===== src/rtl/clk_sched_pkg.sv =====
// rtl/clk_sched_pkg.sv - shared types and constants for the clock tick scheduler
package clk_sched_pkg;

   // Config handshake sequencer states
   typedef enum logic [1:0] {
      IDLE  = 2'd0,
      WAIT  = 2'd1,
      APPLY = 2'd2
   } sched_state_e;

   // Divider loaded into every channel at reset (period = DEF_DIV + 1 cycles)
   localparam int DEF_DIV = 1023;

   // Width of a channel index; never narrower than one bit
   function automatic int ch_idx_w(input int n_ch);
      return (n_ch > 1) ? $clog2(n_ch) : 1;
   endfunction

endpackage


===== src/rtl/clk_tick_channel.sv =====
// rtl/clk_tick_channel.sv - one divide-by-(div+1) tick channel with load and restart ports
module clk_tick_channel #(
   parameter int DIV_W   = 10,
   parameter int DEF_DIV = clk_sched_pkg::DEF_DIV
) (
   input  logic             clk,
   input  logic             rst_n,
   input  logic             ld_i,
   input  logic [DIV_W-1:0] ld_div_i,
   input  logic             ld_en_i,
   input  logic             rst_cnt_i,
   output logic             at_boundary_o,
   output logic             tick_o
);
   import clk_sched_pkg::*;

   logic [DIV_W-1:0] cnt_q, cnt_d;
   logic [DIV_W-1:0] div_q, div_d;
   logic             en_q, en_d;
   logic             tick_q, tick_d;

   // Count up to div, wrap and strobe; a load or restart zeroes the phase and drops any tick
   always_comb begin
      div_d  = div_q;
      en_d   = en_q;
      cnt_d  = '0;
      tick_d = 1'b0;
      if (en_q) begin
         if (cnt_q == div_q) begin
            tick_d = 1'b1;
         end else begin
            cnt_d = cnt_q + 1'b1;
         end
      end
      if (ld_i) begin
         div_d = ld_div_i;
         en_d  = ld_en_i;
      end
      if (ld_i || rst_cnt_i) begin
         cnt_d  = '0;
         tick_d = 1'b0;
      end
   end

   // Channel state registers
   always_ff @(posedge clk or negedge rst_n) begin
      if (!rst_n) begin
         cnt_q  <= '0;
         div_q  <= DIV_W'(DEF_DIV);
         en_q   <= 1'b0;
         tick_q <= 1'b0;
      end else begin
         cnt_q  <= cnt_d;
         div_q  <= div_d;
         en_q   <= en_d;
         tick_q <= tick_d;
      end
   end

   // Safe to reconfigure: channel idle, or it is on the last cycle of its period
   assign at_boundary_o = !en_q || (cnt_q == div_q);
   assign tick_o        = tick_q;

endmodule


===== src/rtl/clk_tick_scheduler.sv =====
// rtl/clk_tick_scheduler.sv - per-channel clock-enable tick generator with glitch-free reconfiguration
module clk_tick_scheduler #(
   parameter  int N_CH    = 4,
   parameter  int DIV_W   = 10,
   parameter  int DEF_DIV = clk_sched_pkg::DEF_DIV,
   localparam int CH_W    = clk_sched_pkg::ch_idx_w(N_CH)
) (
   input  logic             clk,
   input  logic             rst_n,
   input  logic             cfg_valid,
   output logic             cfg_ready,
   input  logic [CH_W-1:0]  cfg_ch,
   input  logic [DIV_W-1:0] cfg_div,
   input  logic             cfg_en,
   input  logic             cfg_resync,
   output logic [N_CH-1:0]  tick_o,
   output logic             busy
);
   import clk_sched_pkg::*;

   sched_state_e     state_q, state_d;
   logic             init_q;
   logic [CH_W-1:0]  ch_q, ch_d;
   logic [DIV_W-1:0] div_q, div_d;
   logic             en_q, en_d;
   logic             resync_q, resync_d;
   logic [N_CH-1:0]  at_bnd;
   logic [N_CH-1:0]  ld_vec;
   logic [N_CH-1:0]  rst_cnt_vec;

   // Ready only once the first edge after reset has been seen
   assign cfg_ready = init_q && (state_q == IDLE);
   assign busy      = (state_q != IDLE);

   // Accept a request, wait for the target's period boundary, then apply in one cycle
   always_comb begin
      state_d     = state_q;
      ch_d        = ch_q;
      div_d       = div_q;
      en_d        = en_q;
      resync_d    = resync_q;
      ld_vec      = '0;
      rst_cnt_vec = '0;
      case (state_q)
         IDLE: begin
            if (cfg_valid && cfg_ready) begin
               ch_d     = cfg_ch;
               div_d    = cfg_div;
               en_d     = cfg_en;
               resync_d = cfg_resync;
               state_d  = WAIT;
            end
         end
         WAIT: begin
            if (at_bnd[ch_q]) begin
               state_d = APPLY;
            end
         end
         APPLY: begin
            ld_vec[ch_q] = 1'b1;
            if (resync_q) begin
               rst_cnt_vec = {N_CH{1'b1}};
            end
            state_d = IDLE;
         end
         default: state_d = IDLE;
      endcase
   end

   // Sequencer state and latched request
   always_ff @(posedge clk or negedge rst_n) begin
      if (!rst_n) begin
         state_q  <= IDLE;
         init_q   <= 1'b0;
         ch_q     <= '0;
         div_q    <= '0;
         en_q     <= 1'b0;
         resync_q <= 1'b0;
      end else begin
         state_q  <= state_d;
         init_q   <= 1'b1;
         ch_q     <= ch_d;
         div_q    <= div_d;
         en_q     <= en_d;
         resync_q <= resync_d;
      end
   end

   for (genvar i = 0; i < N_CH; i++) begin : g_ch
      clk_tick_channel #(
         .DIV_W   (DIV_W),
         .DEF_DIV (DEF_DIV)
      ) u_ch (
         .clk           (clk),
         .rst_n         (rst_n),
         .ld_i          (ld_vec[i]),
         .ld_div_i      (div_q),
         .ld_en_i       (en_q),
         .rst_cnt_i     (rst_cnt_vec[i]),
         .at_boundary_o (at_bnd[i]),
         .tick_o        (tick_o[i])
      );
   end

endmodule


===== config.mk =====
export PLATFORM = sky130hd
export DESIGN_NAME = clk_tick_scheduler
export DESIGN_NICKNAME = d
export VERILOG_FILES = /design/src/rtl/clk_sched_pkg.sv /design/src/rtl/clk_tick_channel.sv /design/src/rtl/clk_tick_scheduler.sv
export SDC_FILE = /design/constraint.sdc
export NUM_CORES = 1
export LEC_CHECK = 0
export BUFFER_PORTS_ARGS = -buffer_cell sky130_fd_sc_hd__buf_2
export CAP_MARGIN = 15
export CORE_ASPECT_RATIO = 1.5
export CORE_MARGIN = 2
export CORE_UTILIZATION = 50
export DETAILED_ROUTE_END_ITERATION = 7
export PLACE_DENSITY_LB_ADDON = 0.3
export SYNTH_ARGS = -nofsm -noshare
export SYNTH_HDL_FRONTEND = slang
export SYNTH_SLANG_ARGS = --single-unit

===== constraint.sdc =====
create_clock -name clk -period 2.6 [get_ports clk]
set_clock_uncertainty 0.1 [all_clocks]
set_input_delay 0.13 -clock clk [delete_from_list [all_inputs] [get_ports clk]]
set_output_delay 0.13 -clock clk [all_outputs]
set_load 0.01 [all_outputs]

==> results.txt, run 1 <==
----------------------------------------------------
[Outcome]
  Outcome ... complete, no violations

[Clock tree]
  Clock tree from TritonCTS ... built
  Post-CTS sizing ... 0
  Clock insertion delay at the later pin of the skew report ... 0.34 ns
  CTS Root Buffer Type ... sky130_fd_sc_hd__clkbuf_16
  Buffer levels on the longest clock path ... 2
  H-tree level count ... 3
  Sink count of the clock tree ... between 100 and 150
  Register clock-pin slew on the reported worst setup and hold paths ... approximately 0.070 ns
  Clock buffers created by TritonCTS ... 9

[Synthesis]
  Compound-gate portion of the synthesized area ... 0.00983
  Xor/xnor share of the synthesized area ... 0.130
  Fraction of synthesized area in multiplexers ... 0.133
  Largest cells by area after synthesis ... sky130_fd_sc_hd__dfrtp_1, sky130_fd_sc_hd__dfstp_2, sky130_fd_sc_hd__mux2_2, sky130_fd_sc_hd__xor2_1, sky130_fd_sc_hd__xnor2_1
  Net count of the mapped netlist ... roughly 410
  Syn_area_per_cell ... between 10 and 15 um2
  Simple logic cell fraction of the synthesized area ... 0.136
  Total of flip-flops plus latches after synthesis ... 105
  Largest family of logic cells by synthesized area ... simple AND/OR/NAND/NOR gates
  Synthesized cell area ... around 0.0048 mm2
  Distinct cell type count after synthesis ... 32
  Most frequently used flop master after synthesis ... sky130_fd_sc_hd__dfrtp_1
  Synthesized instance count ... roughly 390
  Number of synthesized flops with an enable pin ... 0
  Synth warn ... 0
  Yosys top cell by area ... sky130_fd_sc_hd__dfrtp_1
  Adder-cell share of the synthesized area ... 0.0103
  Area share of the largest cell type after synthesis ... 0.336
  Share of flip-flops with an asynchronous set or reset after synthesis ... 1.00
  Part of the Yosys area used for sequential elements ... 0.554

[GRT]
  Maximum number of pins on one net before global-route repair ... 56
  Global Route Usage Sum ... 0.186
  Global-route wire length before repair ... 15,100 um
  Overflow after GRT ... 0
  Via count of the first global-routing pass ... 3,061
  Initial antenna violation count ... 0

[Route]
  Total Routed Length ... between 8000 and 9000 um
  Remaining number of nets flagged by the antenna check after routing ... 0
  Via-to-Cell Ratio ... between 5 and 6
  Final routed wire length divided by cell count ... between 15 and 20 um
  Number of design rule violations left after detail routing ... 0
  Number of design-rule violations left by the first detailed-router iteration ... between 90 and 100
  First-pass detailed-route iteration total ... 4
  Number of vias in the routed layout ... 2,857

[Floorplanning]
  Cell Rows ... between 40 and 50
  Y dimension of the die ... approximately 120 um
  Area of the placeable core ... around 0.0095 mm2
  Starting density of the core ... 0.508
  Die Outline Area ... about 0.010 mm2
  Chip Width ... about 84 um
  IO Count ... 23

[Critical path]
  CP max-delay cell ... sky130_fd_sc_hd__or3b_1
  Dominant delay contributor by cell family on the critical path ... simple AND/OR/NAND/NOR gates
  Setup crit start kind ... flip-flop
  Maximum fanout along the worst path ... 10
  Flop-to-flop setup slack ... just under 0.5 ns
  Data required time of the critical path ... 2.71 ns
  Crit path capture type ... flip-flop
  Crit Path Category ... reg -> reg
  Sequence of cells on the critical path ... xor2_1, nor4_1, nand4_1, or3b_1, nor2_2
  Buf+Inv Stages, Crit Path ... 0
  Endpoint arrival time on the critical path ... roughly 2.2 ns
  Worst r2r dst ... g_ch[1].u_ch.cnt_q[3]
  Critical R2R Launch ... g_ch[1].u_ch.cnt_q[4]
  Number of cell instances on the worst register-to-register path ... 5
  Delay contributed by the slowest stage of the critical path ... approximately 0.6 ns

[Timing]
  Count of endpoints failing hold in the final timing report ... 0
  Max-slew headroom at the worst pin ... 0.538
  Final period demand of the worst path ... 2.11 ns
  RSZ-0062 raised after global routing ... no
  Number of slew-limit violations in the final report ... 0
  Slew at the pin with the worst max-slew slack ... approximately 0.69 ns
  Final Setup Violations ... 0
  Final clock period utilization by the worst path ... 0.813
  Peak clock frequency supported by timing ... between 400 and 500 MHz
  Setup tns final ... 0 ns

[Final layout]
  FILL cells ... around 800
  Layout cells sized above 1 ... 0.346
  Most common cell after layout, fill and taps aside ... sky130_fd_sc_hd__dfrtp_1
  Synthesis-to-finish area growth ... 15.3%
  Cell Count, Final, Fillers Out ... approximately 550
  Nets ... around 450
  Most frequent cells in the layout ... sky130_fd_sc_hd__dfrtp_1, sky130_fd_sc_hd__xor2_1, sky130_fd_sc_hd__mux2_2, sky130_fd_sc_hd__dfstp_2, sky130_fd_sc_hd__xnor2_1
  Ant. Diodes ... 0

[Placed design]
  Number of instances in the placed design ... around 520
  Count of input and output buffers ... 22
  Global placer's final weighted congestion ... ~0.76
  HPWL after detailed placement ... 6290 um

[Power]
  Cell Pwr Density ... between 1000 and 1500 mW/mm2
  Static leakage ... between 2 and 3 nW
  Worst vdd rail ir drop ... 0.500 mV

[Run]
  Reported max-cap violation count ... 0

[Worst hold path]
  Type of the most critical hold path ... in -> async

----------------------------------------------------
==> metal layers <==
layer / share of wire / track usage
met1: 0.42 / 0.229
met4: 0.043 / 0.103
met5: 0 / 0
met3: 0.027 / 0.0351
met2: 0.51 / 0.306
==> state kept, by name (all words and copies together), names as in the netlist <==
signal,cells
ch_q,2
init_q,1
g_ch.u_ch.cnt_q,40
state_q,2
g_ch.u_ch.tick_o,4
g_ch.u_ch.en_q,4
en_q,1
g_ch.u_ch.div_q,40
div_q,10
resync_q,1
==> synthesized netlist by cell type, types with 2 or more instances <==
cell type	number
sky130_fd_sc_hd__and2_1	6
sky130_fd_sc_hd__mux2_1	17
sky130_fd_sc_hd__nand2_1	13
sky130_fd_sc_hd__and4_1	4
sky130_fd_sc_hd__mux2_2	40
sky130_fd_sc_hd__ha_1	4
sky130_fd_sc_hd__nor4_1	8
sky130_fd_sc_hd__buf_4	5
sky130_fd_sc_hd__nand4_1	4
sky130_fd_sc_hd__nor2_1	26
sky130_fd_sc_hd__xor2_1	44
sky130_fd_sc_hd__nor4_2	2
sky130_fd_sc_hd__nor2b_1	3
sky130_fd_sc_hd__nor3_1	3
sky130_fd_sc_hd__dfrtp_1	65
sky130_fd_sc_hd__buf_2	7
sky130_fd_sc_hd__and3_1	14
sky130_fd_sc_hd__dfstp_2	40
sky130_fd_sc_hd__xnor2_1	28
sky130_fd_sc_hd__nor2_2	20
sky130_fd_sc_hd__nand3_1	10
sky130_fd_sc_hd__buf_6	2
sky130_fd_sc_hd__or3b_1	3
sky130_fd_sc_hd__inv_1	9
==> report_power, final <==
group | internal, mW | switching, mW | total [mW]
Combinational | 0.713 | 0.655 | 1.37
Sequential | 2.34 | 0.524 | 2.86
Clock | 1.02 | 0.575 | 1.59
==> final cells by class <==
class	instances	area, um2	share of cell area
Clock buffer	12	267	0.0478
Clock inverter	4	97.6	0.0175
Inverter	9	33.8	0.00606
Multi-Input combinational cell	257	2030	0.364
Sequential cell	105	2680	0.480
Tap cell	115	144	0.0258
Timing Repair Buffer	44	328	0.0588
==> repair_timing <==
| action | CTS | global route |
|---|---|---|
| buffers inserted | 0 | 0 |
| endpoints found under the setup margin | 0 | 0 |
| hold buffers | 15 | 0 |
| hold endpoints to repair | 47 | 0 |
==> per-stage QoR <==
stage / area (um2) / total power, mW / hold WS (ns) / worst slack, ns / utilization
finish: 5580 / 5.82 / 0.271 / 0.486 / 0.586
global route: 5580 / 6.18 / 0.352 / 0.366 / 0.586
global placement: 5060 / 4.21 / 0.113 / 0.517 / 0.532
floorplan: 4840 / 3.82 / -0.266 / 0.941 / -
CTS: 5580 / 5.91 / 0.286 / 0.471 / 0.586
detailed placement: 5060 / 4.27 / 0.119 / 0.488 / 0.532
==> logic make-up (layout without fill, tap and decap cells) <==
kind of cell | after synthesis | count (layout)
xor+xnor | 72 | 72
mux | 57 | 57
fa+ha+maj | 4 | 4
flops | 105 | 105
compound gates | 5 | 5
other cells | 1 | 1
buf+inv | 23 | 69
simple gates | 118 | 118
==> how the worst max path moves through the flow <==
stage | startpoint | end | cells after the start
floorplan | ch_q[0] | g_ch[0].u_ch.en_q | 3
finish | g_ch[1].u_ch.cnt_q[4] | g_ch[1].u_ch.cnt_q[3] | 5
global placement | g_ch[1].u_ch.div_q[4] | g_ch[1].u_ch.cnt_q[3] | 5
global route | g_ch[1].u_ch.cnt_q[4] | g_ch[1].u_ch.cnt_q[4] | 5
detailed placement | g_ch[1].u_ch.cnt_q[4] | g_ch[1].u_ch.cnt_q[8] | 5
CTS | g_ch[1].u_ch.cnt_q[4] | g_ch[1].u_ch.cnt_q[3] | 5
No activity file was read; power rests on OpenSTA's default activity.
==> inputs of run 2 (changes only) <==
==> constraint.sdc (replaced) <==
create_clock -name clk -period 1.93 [get_ports clk]
set_clock_uncertainty 0.1 [all_clocks]
set_input_delay 0.0965 -clock clk [delete_from_list [all_inputs] [get_ports clk]]
set_output_delay 0.0965 -clock clk [all_outputs]
set_load 0.01 [all_outputs]
==> run 2 against run 1 <==
- worst setup slack worse by 0.44 ns
- critical endpoint is now state_q[1]
- count of clock-buffer cells in the layout unchanged
- combinational power up 51%
- global-route usage increased by 0.59 points
- first-iteration DRC count increased by 98%
- clock power rose by 11%
- sequential cell count is the same
==> results.txt, run 2 (synthesis gave the netlist of run 1 again) <==
----------------------------------------------------
[Outcome]
  Outcome ... complete, no violations

[Timing]
  Worst setup margin ... 0.0453 ns (-0.441 ns)
  Number of slew-limit violations in the final report ... 0 (unchanged)
  Final Setup Violations ... 0 (unchanged)
  Setup tns final ... 0 ns (unchanged)
  RSZ-0062 raised after global routing ... yes
  Final period demand of the worst path ... 1.88 ns (-0.229 ns)
  Peak clock frequency supported by timing ... 531 MHz (+12%)
  Minimum hold slack ... 0.126 ns (-0.145 ns)
  Final clock period utilization by the worst path ... 0.977 (+0.164)
  Count of endpoints failing hold in the final timing report ... 0 (unchanged)

[Placed design]
  Global placer's final weighted congestion ... 0.808 (+6.3%)
  Worst-case setup slack after placement ... -0.0277 ns (-0.516 ns)
  Number of instances in the placed design ... 521 (+1.2%)
  Count of input and output buffers ... 22 (unchanged)
  HPWL after detailed placement ... 6480 um (+3.0%)

[Power]
  Combinational group share of total power ... 0.269 (+0.034)
  Clock power share ... 0.229 (-0.045)
  Switching power share of the total ... 0.317 (+0.0153)
  Switching power total ... 2.43 mW (+39%)
  Cell Pwr Density ... 1370 mW/mm2 (+31%)
  Sequential Power Share ... 0.502 (+0.011)
  Cell internal power dissipation ... 5.25 mW (+29%)
  Worst vdd rail ir drop ... 0.605 mV (+21%)
  Static leakage ... 2.52 nW (+0.22%)

[GRT]
  Global Route Usage Sum ... 0.192 (+0.00593)
  Overflow after GRT ... 0 (unchanged)
  Maximum number of pins on one net before global-route repair ... 37 (-34%)
  Via count of the first global-routing pass ... 3,214 (+5.0%)
  Initial antenna violation count ... 0 (unchanged)
  Global-route wire length before repair ... 15,700 um (+3.9%)

[Critical path]
  Data required time of the critical path ... 2.11 ns (-0.60 ns)
  Maximum fanout along the worst path ... 3 (-7)
  Endpoint arrival time on the critical path ... 2.06 ns (-0.17 ns)
  Setup crit start kind ... flip-flop
  Worst setup path startpoint ... g_ch[3].u_ch.div_q[0]
  Crit path capture type ... flip-flop
  Critical R2R Launch ... g_ch[3].u_ch.div_q[0]
  Crit Path Category ... reg -> reg

[Final layout]
  Multi-input logic area ... 0.00205 mm2 (+0.86%)
  Most frequent cells in the layout ... sky130_fd_sc_hd__dfrtp_1, sky130_fd_sc_hd__xor2_1, sky130_fd_sc_hd__mux2_2, sky130_fd_sc_hd__dfstp_2, sky130_fd_sc_hd__xnor2_1
  Largest registers ... g_ch.u_ch.cnt_q (40), g_ch.u_ch.div_q (40), div_q (10)
  Cell Count, Final, Fillers Out ... 552 (+1.1%)
  Nets ... 454 (+1.6%)
  Ant. Diodes ... 0 (unchanged)
  FILL cells ... 813 (+1.2%)
  Most common cell after layout, fill and taps aside ... sky130_fd_sc_hd__dfrtp_1
  Synthesis-to-finish area growth ... 15.8%
  Layout cells sized above 1 ... 0.357 (+0.0113)
  Final cell utilization of the core ... 0.588 (+0.00236)
  Seq. cell area ... 0.00268 mm2 (unchanged)

[Route]
  Number of design rule violations left after detail routing ... 0 (unchanged)
  Total Routed Length ... 9250 um (+4.7%)
  Via-to-Cell Ratio ... 5.28 (+0.89%)
  Number of design-rule violations left by the first detailed-router iteration ... 180 (+98%)
  Number of vias in the routed layout ... 2,914 (+2.0%)
  Final routed wire length divided by cell count ... 16.8 um (+3.5%)
  Remaining number of nets flagged by the antenna check after routing ... 0 (unchanged)
  First-pass detailed-route iteration total ... 4 (unchanged)

[Clock tree]
  Clock tree from TritonCTS ... built
  Buffer levels on the longest clock path ... 2 (unchanged)
  Sink count of the clock tree ... 105 (unchanged)
  Register clock-pin slew on the reported worst setup and hold paths ... 0.07 ns (about the same)
  Clock buffers created by TritonCTS ... 9 (unchanged)
  H-tree level count ... 3 (unchanged)
  Clock insertion delay at the later pin of the skew report ... 0.34 ns (about the same)
  CTS Root Buffer Type ... sky130_fd_sc_hd__clkbuf_16

[Floorplanning]
  Die Outline Area ... 0.0105 mm2 (unchanged)
  Y dimension of the die ... 124 um (unchanged)
  Area of the placeable core ... 0.00952 mm2 (unchanged)
  Cell Rows ... 44 (unchanged)
  Starting density of the core ... 0.508 (unchanged)
  Chip Width ... 84.3 um (unchanged)
  IO Count ... 23 (unchanged)

[Run]
  Reported max-cap violation count ... 0 (unchanged)

[Worst hold path]
  Type of the most critical hold path ... in -> async

----------------------------------------------------
-- run 2: cell type report --
type / count / area share
timing repair buffer: 51 / 0.0746
multi-input combinational: 257 / 0.366
tap: 115 / 0.0257
sequential: 105 / 0.478
inverter: 9 / 0.00603
clock inverter: 3 / 0.00760
clock buffer: 12 / 0.0422
-- run 2: final timing paths --
kind,to,slack (ns),cells past startpoint
min,g_ch[1].u_ch.cnt_q[3],0.13,2
max,state_q[1],0.05,6
max in group asynchronous,g_ch[2].u_ch.div_q[3],0.92,3
min reg2reg,resync_q,0.39,1
max reg2reg,state_q[1],0.05,6
min in group clk,ch_q[1],0.19,4
-- run 2: critical path: stages, from the launching register on --
cell	delay [ns]
sky130_fd_sc_hd__dfstp_2	0.54
sky130_fd_sc_hd__xor2_1	0.08
sky130_fd_sc_hd__nor4_1	0.33
sky130_fd_sc_hd__nand4_1	0.14
sky130_fd_sc_hd__buf_4	0.19
sky130_fd_sc_hd__a221oi_2	0.28
sky130_fd_sc_hd__o211a_1	0.17
-- run 2: power groups by stage --
stage / combinational [mW] / clock (mW) / sequential [mW]
detailed placement: 2.00 / 0 / 3.89
finish: 2.07 / 1.76 / 3.86
CTS: 2.06 / 1.80 / 3.86
global placement: 1.95 / 0 / 3.86
global route: 2.29 / 1.88 / 3.96
floorplan: 1.55 / 0 / 3.60
-- run 2: stage by stage --
stage          total power [mW]  cell area [um2]
2_1_floorplan              5.15             4840
3_3_place_gp               5.81             5140
3_5_place_dp               5.89             5140
4_1_cts                    7.72             5580
5_1_grt                    8.13             5600
6_report                   7.69             5600
-- run 2: metal layers --
metal	vias up	track usage	routed length (um)
li1	1390	-	-
met1	1460	0.217	3760
met2	39	0.337	4860
met3	25	0.0345	258
met4	0	0.108	369
met5	-	0	0
-- run 2: repair_timing --
| item | in CTS | in global routing |
|---|---|---|
| gates resized for setup | 2 | 2 |
| setup endpoints to repair | 2 | 20 |
| setup buffers | 0 | 1 |
| pin swaps | 0 | 4 |
| hold endpoints to repair | 61 | 0 |
| hold buffers | 15 | 0 |
==> inputs of run 3 (changes only) <==
--- a/config.mk
+++ b/config.mk
@@ -11,7 +11,7 @@
 export CORE_MARGIN = 2
 export CORE_UTILIZATION = 50
 export DETAILED_ROUTE_END_ITERATION = 7
-export PLACE_DENSITY_LB_ADDON = 0.3
+export PLACE_DENSITY_LB_ADDON = 0.05
 export SYNTH_ARGS = -nofsm -noshare
 export SYNTH_HDL_FRONTEND = slang
 export SYNTH_SLANG_ARGS = --single-unit
==> run 3 against run 2 <==
- critical path depth unchanged
- core utilization increased by 0.34 points
- hold slack improved by 0.056 ns
- sequential share of layout area decreased by 0.25 points
- via count decreased by 2.3%
- combinational power increased by 2%
- sequential cell count unchanged
- cell area increased by 0.58%
- count of clock-buffer cells in the layout increased by 3
- non-clock buffer count decreased by 1
- first-iteration DRC count decreased by 64%
- worst setup slack got worse by 0.0044 ns
- largest cell class unchanged
- largest power group unchanged
- highest routed layer unchanged
==> results.txt, run 3 (synthesis gave the netlist of run 1 again) <==
----------------------------------------------------
[Outcome]
  Outcome ... complete, no violations

[Power]
  Switching power total ... 2.42 mW (-0.66%)
  Worst vdd rail ir drop ... 0.723 mV (+19%)
  Switching power share of the total ... 0.312 (-0.00426)
  Sequential Power Share ... 0.498 (-0.004)
  Clock power share ... 0.230 (about the same)
  Cell Pwr Density ... 1370 mW/mm2 (+0.11%)
  Cell internal power dissipation ... 5.32 mW (+1.3%)
  Combinational group share of total power ... 0.272 (+0.003)
  Static leakage ... 2.53 nW (+0.63%)

[Final layout]
  Most common cell after layout, fill and taps aside ... sky130_fd_sc_hd__dfrtp_1
  Largest registers ... g_ch.u_ch.cnt_q (40), g_ch.u_ch.div_q (40), div_q (10)
  Ant. Diodes ... 0 (unchanged)
  Nets ... 453 (-0.22%)
  Synthesis-to-finish area growth ... 16.5%
  Cell Count, Final, Fillers Out ... 552 (unchanged)
  Most frequent cells in the layout ... sky130_fd_sc_hd__dfrtp_1, sky130_fd_sc_hd__xor2_1, sky130_fd_sc_hd__mux2_2, sky130_fd_sc_hd__dfstp_2, sky130_fd_sc_hd__xnor2_1
  Layout cells sized above 1 ... 0.359 (+0.00229)

[Clock tree]
  Register clock-pin slew on the reported worst setup and hold paths ... 0.07 ns (about the same)
  CTS Root Buffer Type ... sky130_fd_sc_hd__clkbuf_16
  Clock buffers created by TritonCTS ... 9 (unchanged)
  Buffer levels on the longest clock path ... 2 (unchanged)
  H-tree level count ... 3 (unchanged)
  Sink count of the clock tree ... 105 (unchanged)
  Clock tree from TritonCTS ... built
  Clock insertion delay at the later pin of the skew report ... 0.34 ns (about the same)

[Route]
  Final routed wire length divided by cell count ... 16.6 um (-0.88%)
  Remaining number of nets flagged by the antenna check after routing ... 0 (unchanged)
  Number of design rule violations left after detail routing ... 0 (unchanged)
  Total Routed Length ... 9170 um (-0.88%)
  Number of design-rule violations left by the first detailed-router iteration ... 65 (-64%)
  Via-to-Cell Ratio ... 5.16 (-2.3%)
  Number of vias in the routed layout ... 2,848 (-2.3%)
  First-pass detailed-route iteration total ... 4 (unchanged)

[Floorplanning]
  Starting density of the core ... 0.508 (unchanged)
  Area of the placeable core ... 0.00952 mm2 (unchanged)
  Cell Rows ... 44 (unchanged)
  Chip Width ... 84.3 um (unchanged)
  IO Count ... 23 (unchanged)
  Die Outline Area ... 0.0105 mm2 (unchanged)
  Y dimension of the die ... 124 um (unchanged)

[Timing]
  Final period demand of the worst path ... 1.89 ns (+0.00437 ns)
  Final Setup Violations ... 0 (unchanged)
  Max-slew headroom at the worst pin ... 0.633
  Count of endpoints failing hold in the final timing report ... 0 (unchanged)
  RSZ-0062 raised after global routing ... yes
  Setup tns final ... 0 ns (unchanged)
  Final clock period utilization by the worst path ... 0.979 (+0.00226)
  Slew at the pin with the worst max-slew slack ... 0.551 ns
  Number of slew-limit violations in the final report ... 0 (unchanged)
  Peak clock frequency supported by timing ... 529 MHz (-0.23%)
  Worst setup margin ... 0.0410 ns (-0.00437 ns)
  Minimum hold slack ... 0.182 ns (+0.0563 ns)

[Placed design]
  Count of input and output buffers ... 22 (unchanged)
  Worst-case setup slack after placement ... 0.00992 ns (+0.0376 ns)
  Global placer's final weighted congestion ... 0.811 (+0.40%)
  HPWL after detailed placement ... 6400 um (-1.2%)
  Number of instances in the placed design ... 520 (-0.19%)

[Critical path]
  Sequence of cells on the critical path ... xor2_1, nor4_1, nand4_1, buf_4, a221oi_2, o211a_1
  CP max-delay cell ... sky130_fd_sc_hd__dfstp_2
  Data required time of the critical path ... 2.11 ns (about the same)
  Crit path capture type ... flip-flop
  Delay contributed by the slowest stage of the critical path ... 0.54 ns (about the same)
  Maximum fanout along the worst path ... 3 (unchanged)
  Setup crit start kind ... flip-flop
  Buf+Inv Stages, Crit Path ... 1 (unchanged)
  Crit Path Category ... reg -> reg
  Crit. path cell count ... 6 (unchanged)
  Number of cell instances on the worst register-to-register path ... 6 (unchanged)
  Endpoint arrival time on the critical path ... 2.07 ns (about the same)
  Dominant delay contributor by cell family on the critical path ... flip-flops

[GRT]
  Global Route Usage Sum ... 0.189 (-0.00290)
  GRT met2 Usage ... 0.310 (-0.0266)
  Met3 GRT Util ... 0.0404 (+0.00596)
  Via count of the first global-routing pass ... 3,058 (-4.9%)
  Initial antenna violation count ... 0 (unchanged)
  Global-route wire length before repair ... 15,400 um (-2.2%)
  Overflow after GRT ... 0 (unchanged)
  Most Crowded Layer GR ... met2
  Met1 layer usage reported by global route ... 0.250 (+0.0328)
  Maximum number of pins on one net before global-route repair ... 42 (+14%)

[Run]
  Reported max-cap violation count ... 0 (unchanged)

[Worst hold path]
  Type of the most critical hold path ... in -> async

----------------------------------------------------
-- run 3: cell count changes in the layout (fill, tap and decap cells not counted), sizes merged --
cell,change
buf,-1
clkbuf,+3
bufinv,-1
clkinv,-1
-- run 3: worst register-to-register path, stage by stage, from the launching register on --
cell and delay (ns):
sky130_fd_sc_hd__dfstp_2 0.54, sky130_fd_sc_hd__xor2_1 0.08, sky130_fd_sc_hd__nor4_1 0.31, sky130_fd_sc_hd__nand4_1 0.14
sky130_fd_sc_hd__buf_4 0.19, sky130_fd_sc_hd__a221oi_2 0.28, sky130_fd_sc_hd__o211a_1 0.20
-- run 3: area by class of cell --
cell class	count	area (um2)
fillers	801	3890
flip-flops and latches	105	2680
multi-input cells	257	2040
repair buffers	50	435
clock buffers	15	288
well taps	115	144
inverters	9	33.8
clock inverters	1	7.51
-- run 3: timing repair --
item,in CTS,in global routing
gates resized for setup,1,3
pin swaps,0,5
gates cloned,0,0
setup buffers,0,1
hold buffers,15,0
hold endpoints to repair,40,0
endpoints found under the setup margin,1,16
-- run 3: power by group through the flow --
| stage | Clock [mW] | Sequential (mW) | Combinational (mW) |
|---|---|---|---|
| finish | 1.78 | 3.86 | 2.11 |
| global route | 1.92 | 3.97 | 2.33 |
| CTS | 1.84 | 3.87 | 2.11 |
| detailed placement | 0 | 3.91 | 2.07 |
| global placement | 0 | 3.89 | 2.03 |
| floorplan | 0 | 3.60 | 1.55 |
-- run 3: final timing paths --
kind,to,slack (ns),from
min in group clk,ch_q[1],0.20,cfg_valid
worst min-delay path,g_ch[3].u_ch.cnt_q[3],0.18,rst_n
max in group asynchronous,g_ch[2].u_ch.div_q[5],0.89,rst_n
worst max-delay path,state_q[1],0.04,g_ch[3].u_ch.div_q[9]
worst max register to register,state_q[1],0.04,g_ch[3].u_ch.div_q[9]
worst min register to register,g_ch[0].u_ch.cnt_q[0],0.39,g_ch[0].u_ch.cnt_q[0]
-- run 3: routing by layer --
metal  share of wire  wire (um)
met5               0          0
met4           0.019        170
met3           0.024        216
met2            0.51       4690
met1            0.45       4090
-- run 3: per-stage QoR --
step	utilization	power (mW)	instance area, um2
4_1_cts	0.589	7.82	5610
6_report	0.591	7.74	5630
3_5_place_dp	0.542	5.97	5160
3_3_place_gp	0.542	5.92	5160
5_1_grt	0.591	8.23	5630
2_1_floorplan	-	5.15	4840
